===== src/rtl/ws2812_rx.sv =====
// ---------------------------------------------------------------------------
// ws2812_rx
// Receiver/decoder for the WS2812 single-wire LED protocol. The data line is
// synchronised, every high pulse is classified as a 0 or 1 by its length, bits
// are assembled MSB-first into 24-bit {G,R,B} pixels, and a complete frame is
// latched to the output when the line stays low for the latch gap.
//
// Ports
//   clk              system clock
//   reset            asynchronous, active-low reset (0 = in reset)
//   ws_data_in       WS2812 data line, asynchronous to clk
//   packed_rgb_data  last latched frame, LED n at [24*n +: 24] as {G,R,B}
//   frame_valid      1-cycle pulse when packed_rgb_data updates
//   pixel_valid      1-cycle pulse per completed pixel
//   pixel_data       {G,R,B} of the pixel just completed
//   pixel_index      index of the pixel just completed (saturates at NUM_LEDS)
//   overflow         sticky: more than NUM_LEDS pixels in the current frame
//   error            sticky: partial pixel at latch or over-long high pulse
//   busy             1 while a frame is in progress
// ---------------------------------------------------------------------------
module ws2812_rx #(
    parameter int NUM_LEDS     = 8,
    parameter int CLK_MHZ      = 12,
    parameter int THRESH_CYC   = CLK_MHZ * 6 / 10,
    parameter int RESET_CYC    = CLK_MHZ * 50,
    parameter int MAX_HIGH_CYC = CLK_MHZ * 5
) (
    input  logic                          clk,
    input  logic                          reset,
    input  logic                          ws_data_in,
    output logic [24*NUM_LEDS-1:0]        packed_rgb_data,
    output logic                          frame_valid,
    output logic                          pixel_valid,
    output logic [23:0]                   pixel_data,
    output logic [$clog2(NUM_LEDS+1)-1:0] pixel_index,
    output logic                          overflow,
    output logic                          error,
    output logic                          busy
);

    localparam int CW = $clog2(RESET_CYC + 1);
    localparam int IW = $clog2(NUM_LEDS + 1);
    localparam int PW = 24 * NUM_LEDS;

    localparam logic [CW-1:0] THRESH_C = CW'(THRESH_CYC);
    localparam logic [CW-1:0] RESET_C  = CW'(RESET_CYC);
    localparam logic [CW-1:0] MAXH_C   = CW'(MAX_HIGH_CYC);
    localparam logic [IW-1:0] NLED_C   = IW'(NUM_LEDS);

    typedef enum logic [2:0] {
        ST_SYNC,
        ST_IDLE,
        ST_HIGH,
        ST_LOW,
        ST_LATCH
    } state_t;

    // Two-flop synchroniser plus one delayed copy for edge detection.
    logic sync1_q, sync2_q, sync3_q;

    state_t           state_q, state_d;
    logic [CW-1:0]    hcnt_q, hcnt_d;
    logic [CW-1:0]    lcnt_q, lcnt_d;
    logic [4:0]       bit_cnt_q, bit_cnt_d;
    logic [IW-1:0]    pix_cnt_q, pix_cnt_d;
    logic [23:0]      shift_q, shift_d;
    logic             pixel_valid_q, pixel_valid_d;
    logic [23:0]      pixel_data_q, pixel_data_d;
    logic [IW-1:0]    pixel_index_q, pixel_index_d;
    logic             frame_valid_q, frame_valid_d;
    logic             overflow_q, overflow_d;
    logic             error_q, error_d;
    logic             busy_q, busy_d;
    logic [PW-1:0]    packed_q, packed_d;

    // Shadow frame buffer, written pixel by pixel, copied out at latch.
    logic [23:0]      shadow_q [NUM_LEDS];
    logic [23:0]      shadow_d [NUM_LEDS];
    logic [PW-1:0]    shadow_flat;

    logic             rise, fall;
    logic             new_bit;
    logic [23:0]      shifted;
    logic [CW-1:0]    hcnt_inc, lcnt_inc;
    logic             wr_en;

    function automatic logic [CW-1:0] sat_inc(input logic [CW-1:0] v);
        return (v == {CW{1'b1}}) ? v : v + CW'(1);
    endfunction

    assign rise     = sync2_q & ~sync3_q;
    assign fall     = ~sync2_q & sync3_q;
    // hcnt_q holds the number of high cycles seen when the falling edge arrives.
    assign new_bit  = (hcnt_q >= THRESH_C);
    assign shifted  = {shift_q[22:0], new_bit};
    assign hcnt_inc = sat_inc(hcnt_q);
    assign lcnt_inc = sat_inc(lcnt_q);

    genvar gi;
    generate
        for (gi = 0; gi < NUM_LEDS; gi++) begin : g_shadow
            assign shadow_d[gi] = (wr_en && (pix_cnt_q == IW'(gi))) ? shifted : shadow_q[gi];
            assign shadow_flat[24*gi +: 24] = shadow_q[gi];
        end
    endgenerate

    always_comb begin
        state_d       = state_q;
        hcnt_d        = hcnt_q;
        lcnt_d        = lcnt_q;
        bit_cnt_d     = bit_cnt_q;
        pix_cnt_d     = pix_cnt_q;
        shift_d       = shift_q;
        pixel_valid_d = 1'b0;
        pixel_data_d  = pixel_data_q;
        pixel_index_d = pixel_index_q;
        frame_valid_d = 1'b0;
        overflow_d    = overflow_q;
        error_d       = error_q;
        busy_d        = busy_q;
        packed_d      = packed_q;
        wr_en         = 1'b0;

        case (state_q)
            ST_SYNC: begin
                // Need an unbroken low of RESET_CYC before trusting bit boundaries.
                if (sync2_q) begin
                    lcnt_d = '0;
                end else begin
                    lcnt_d = lcnt_inc;
                    if (lcnt_inc >= RESET_C) begin
                        state_d = ST_IDLE;
                    end
                end
            end

            ST_IDLE: begin
                // Idle low time is not counted, so an empty gap never latches.
                if (rise) begin
                    state_d    = ST_HIGH;
                    hcnt_d     = CW'(1);
                    busy_d     = 1'b1;
                    overflow_d = 1'b0;
                    error_d    = 1'b0;
                end
            end

            ST_HIGH: begin
                if (fall) begin
                    shift_d = shifted;
                    lcnt_d  = CW'(1);
                    state_d = ST_LOW;
                    if (bit_cnt_q == 5'd23) begin
                        bit_cnt_d     = '0;
                        pixel_valid_d = 1'b1;
                        pixel_data_d  = shifted;
                        pixel_index_d = pix_cnt_q;
                        if (pix_cnt_q < NLED_C) begin
                            wr_en = 1'b1;
                        end else begin
                            overflow_d = 1'b1;
                        end
                        if (pix_cnt_q != NLED_C) begin
                            pix_cnt_d = pix_cnt_q + IW'(1);
                        end
                    end else begin
                        bit_cnt_d = bit_cnt_q + 5'd1;
                    end
                end else begin
                    hcnt_d = hcnt_inc;
                    if (hcnt_inc >= MAXH_C) begin
                        // Stuck-high line: abandon the frame and resynchronise.
                        error_d   = 1'b1;
                        busy_d    = 1'b0;
                        bit_cnt_d = '0;
                        pix_cnt_d = '0;
                        lcnt_d    = '0;
                        state_d   = ST_SYNC;
                    end
                end
            end

            ST_LOW: begin
                if (rise) begin
                    state_d = ST_HIGH;
                    hcnt_d  = CW'(1);
                end else begin
                    lcnt_d = lcnt_inc;
                    if (lcnt_inc >= RESET_C) begin
                        state_d = ST_LATCH;
                    end
                end
            end

            ST_LATCH: begin
                packed_d      = shadow_flat;
                frame_valid_d = 1'b1;
                busy_d        = 1'b0;
                if (bit_cnt_q != 5'd0) begin
                    error_d = 1'b1;
                end
                bit_cnt_d = '0;
                pix_cnt_d = '0;
                state_d   = ST_IDLE;
            end

            default: begin
                state_d = ST_SYNC;
                lcnt_d  = '0;
            end
        endcase
    end

    always_ff @(posedge clk or negedge reset) begin
        if (!reset) begin
            sync1_q       <= 1'b0;
            sync2_q       <= 1'b0;
            sync3_q       <= 1'b0;
            state_q       <= ST_SYNC;
            hcnt_q        <= '0;
            lcnt_q        <= '0;
            bit_cnt_q     <= '0;
            pix_cnt_q     <= '0;
            shift_q       <= '0;
            pixel_valid_q <= 1'b0;
            pixel_data_q  <= '0;
            pixel_index_q <= '0;
            frame_valid_q <= 1'b0;
            overflow_q    <= 1'b0;
            error_q       <= 1'b0;
            busy_q        <= 1'b0;
            packed_q      <= '0;
        end else begin
            sync1_q       <= ws_data_in;
            sync2_q       <= sync1_q;
            sync3_q       <= sync2_q;
            state_q       <= state_d;
            hcnt_q        <= hcnt_d;
            lcnt_q        <= lcnt_d;
            bit_cnt_q     <= bit_cnt_d;
            pix_cnt_q     <= pix_cnt_d;
            shift_q       <= shift_d;
            pixel_valid_q <= pixel_valid_d;
            pixel_data_q  <= pixel_data_d;
            pixel_index_q <= pixel_index_d;
            frame_valid_q <= frame_valid_d;
            overflow_q    <= overflow_d;
            error_q       <= error_d;
            busy_q        <= busy_d;
            packed_q      <= packed_d;
        end
    end

    always_ff @(posedge clk or negedge reset) begin
        if (!reset) begin
            for (int i = 0; i < NUM_LEDS; i++) begin
                shadow_q[i] <= '0;
            end
        end else begin
            shadow_q <= shadow_d;
        end
    end

    assign packed_rgb_data = packed_q;
    assign frame_valid     = frame_valid_q;
    assign pixel_valid     = pixel_valid_q;
    assign pixel_data      = pixel_data_q;
    assign pixel_index     = pixel_index_q;
    assign overflow        = overflow_q;
    assign error           = error_q;
    assign busy            = busy_q;

endmodule


===== config.mk =====
export PLATFORM = sky130hd
export DESIGN_NAME = ws2812_rx
export DESIGN_NICKNAME = d
export VERILOG_FILES = /design/src/rtl/ws2812_rx.sv
export SDC_FILE = /design/constraint.sdc
export NUM_CORES = 1
export LEC_CHECK = 0
export ABC_AREA = 0
export CELL_PAD_IN_SITES_DETAIL_PLACEMENT = 0
export CELL_PAD_IN_SITES_GLOBAL_PLACEMENT = 1
export CORE_MARGIN = 2
export CORE_UTILIZATION = 48
export DETAILED_ROUTE_END_ITERATION = 8
export PLACE_DENSITY = 0.87
export SYNTH_ARGS = -nofsm -noshare
export SYNTH_HDL_FRONTEND = slang
export SYNTH_SLANG_ARGS = --single-unit
export TNS_END_PERCENT = 1

===== constraint.sdc =====
create_clock -name clk -period 7.1 [get_ports clk]
set_input_delay 0.71 -clock clk [delete_from_list [all_inputs] [get_ports clk]]
set_output_delay 0.71 -clock clk [all_outputs]
set_load 0.05 [all_outputs]

==> qor.yml <==
yosys:
  syn-instance-count: 1703
  ys_warn_count: 0
  ys.flop_type: "dfrtp_1"
  yosysTopAreaCell: "dfrtp_1"
  yosysSeqAreaShare: 0.621
  syn_nets: 1714
  synthTopCellsByCount: "nand2_1 (681), dfrtp_1 (475), mux2_1 (92)"
  synthTopCellsByArea: "dfrtp_1 (62%), nand2_1 (13%), mux2_4 (5.7%)"
  synth_most_common_cell: "nand2_1"
  synth-edff-count: 0
  avgSynthCellArea_um2: 11.2
  synth_cell_types: 64
  synth_top_area_share: 0.621
  async_flop_share: 1.00
  mappedNetlistArea_mm2: 0.0191
  ys_ff_latch: 475
power:
  internal_power_mw: 4.35
  p_leak_nw: 12.2
  clkPwrFrac: 0.493
  power.share.sequential: 0.494
  power.density_mw_per_mm2: 234
  p_sw_frac: 0.207
  irDropWorstVdd_mv: 0.156
  pwr-share-comb: 0.012
  p_sw_mw: 1.14
route:
  drt_iter0_markers: 824
  drc: 0
  drtAntennaViolNets: 0
  drt-total-wl_um: 47200
  vias: 12900
  vias_per_cell: 5.25
  post_drt_wl_per_cell_um: 19.3
  dr.pass1.iters: 5
floorplan:
  initial_utilization: 0.484
  die_area_mm2: 0.0415
  core_area_mm2: 0.0395
  fp-row-count: 73
  top_level_ports: 228
  fp.dieH_um: 204
  die_w_um: 204
timing:
  slew_violations: 0
  rsz0062_at_grt: "no"
  min_period_ps: 3180
  setup-tns-final_ps: 0
  clock-skew-final_ps: 18.6
  hold_violations: 0
  fmax_mhz: 314
  finalSetupViolations: 0
  worstMarginPinSlew_ps: 1290
  relSlewSlack: 0.132
  finalCritPeriodShare: 0.448
finish:
  area_growth_pct: 22.5
  n_antenna_cell: 0
  final_area_mm2: 0.0234
  nets: 1895
  final_layout_size_suffix_gt1_frac: 0.126
worst_setup_path:
  arrival_ps: 3700
  critPathKind: "reg -> reg"
  cp.required_ps: 7620
  end_kind: "flip-flop"
  critPathLaunchType: "flip-flop"
  cp_max_fo: 105
grt:
  gr-total-overflow: 0
  grt_usage: 0.235
  grt_pass1_wl_um: 75300
  grt_pass1_vias: 13100
  grt_max_degree: 190
  antenna_found_initial: 1
clock_network:
  cts_made_buffers: 48
  cts_setup_buffers: 0
  cts_tree: "yes"
  clk_transition_reported_paths_ps: 60
  clock_latency_ps: 590
  cts_resized: 0
  clock-sinks: 475
  ctsHoldBuffers: 0
  cts_root_buf: "clkbuf_16"
  ctsHtreeMaxLevel: 2
  cts.path.max_buffers: 3
place:
  dp_hpwl_um: 28500
  place_area_mm2: 0.0217
  numPortBuffers: 227
  globalplace.congestion: 0.834
min_path:
  min_path_type: "in -> async"
run:
  maxCapViolations: 0
status:
  status: "completed"
-- logic make-up (layout without fill, tap and decap cells) --
family,count (synthesis),count (layout),synth area share
xor gates and xnor gates,1,1,0.000458
AOI/OAI and AO/OA,108,108,0.0358
DFF,475,475,0.621
muxes,217,217,0.142
adders and majority gates,8,8,0.00523
buffers and inverters,114,334,0.0268
and+or+nand+nor,780,780,0.169
-- critical path: stages, from the launching register on --
cell and delay (ps):
dfrtp_1 580, nor2_1 180, nand2_4 130, buf_4 960
buf_4 920, nand2_1 140, nand2_1 120
-- power by group through the flow --
stage               logic [mW]  clock network [mW]  registers [mW]
floorplan               0.0101                   0            2.76
global placement        0.0685                   0            2.76
detailed placement      0.0703                   0            2.76
CTS                     0.0702                2.76            2.71
global route            0.0791                2.88            2.71
finish                  0.0662                2.71            2.71
-- final cells by class --
| class | instances | area [µm²] |
|---|---|---|
| Timing Repair Buffer | 235 | 2360 |
| Clock inverter | 23 | 335 |
| Tap cell | 525 | 657 |
| Fill cell | 3188 | 16100 |
| Multi-Input combinational cell | 1114 | 6760 |
| Sequential cell | 475 | 11900 |
| Clock buffer | 66 | 1390 |
| Inverter | 10 | 42.5 |
-- stage by stage --
| stage | utilization | hold WS [ps] | worst slack, ps | power (mW) | std cells |
|---|---|---|---|---|---|
| after floorplan | - | 331 | 4740 | 2.77 | 1703 |
| after global placement | 0.549 | 337 | 4070 | 2.83 | 2359 |
| after detailed placement | 0.549 | 337 | 3970 | 2.83 | 2359 |
| after CTS | 0.592 | 207 | 3950 | 5.55 | 2448 |
| after global routing | 0.592 | 247 | 3690 | 5.67 | 2448 |
| final | 0.592 | 192 | 3920 | 5.49 | 2448 |
-- cell usage in the layout (no fill, tap or decap), types with 4 or more instances in the layout --
master           count
dfrtp_1            475
mux2_4              72
bufinv_16            7
a31oi_1              4
nor2b_1              4
o21ai_0             36
nand4_1              5
clkbuf_8            10
inv_1                9
clkbuf_1             7
nand2_4              9
a21oi_1             24
clkinv_2            11
nand2_1            680
nand3_1             14
nor3_1               4
clkbuf_16           49
a41oi_1              4
clkdlybuf4s50_1    226
o31ai_1             10
nor2_1              28
o41ai_1              5
ha_1                 8
and3_1               5
mux2_1              92
mux2_2              50
buf_4                6
-- layer usage --
metal	global-route usage	wire length, µm
met2	0.362	21500
met4	0.0709	1240
met3	0.0540	2870
met5	0	0
met1	0.334	21600
-- path summary, 6_finish.rpt --
| path | startpoint | end | slack (ps) | cells past startpoint |
|---|---|---|---|---|
| max | state_q[0] | packed_rgb_data[63] | 3920 | 6 |
| min | reset | pixel_index[3] | 190 | 1 |
| max reg2reg | state_q[0] | packed_rgb_data[63] | 3920 | 6 |
| min reg2reg | sync1_q | sync2_q | 340 | 0 |
| max in group asynchronous | reset | shadow_flat[182] | 5350 | 2 |
| min in group clk | sync1_q | sync2_q | 340 | 0 |
-- state kept, by name, summed over array words and instances, names as in the netlist --
name,cells
error,1
shadow_flat,192
busy,1
pix_cnt_q,4
bit_cnt_q,5
pixel_data,24
sync2_q,1
pixel_valid,1
overflow,1
packed_rgb_data,192
pixel_index,4
sync3_q,1
lcnt_q,10
frame_valid,1
hcnt_q,10
state_q,3
sync1_q,1
shift_q,23
Note: power is estimated with default switching activity, not from simulation.
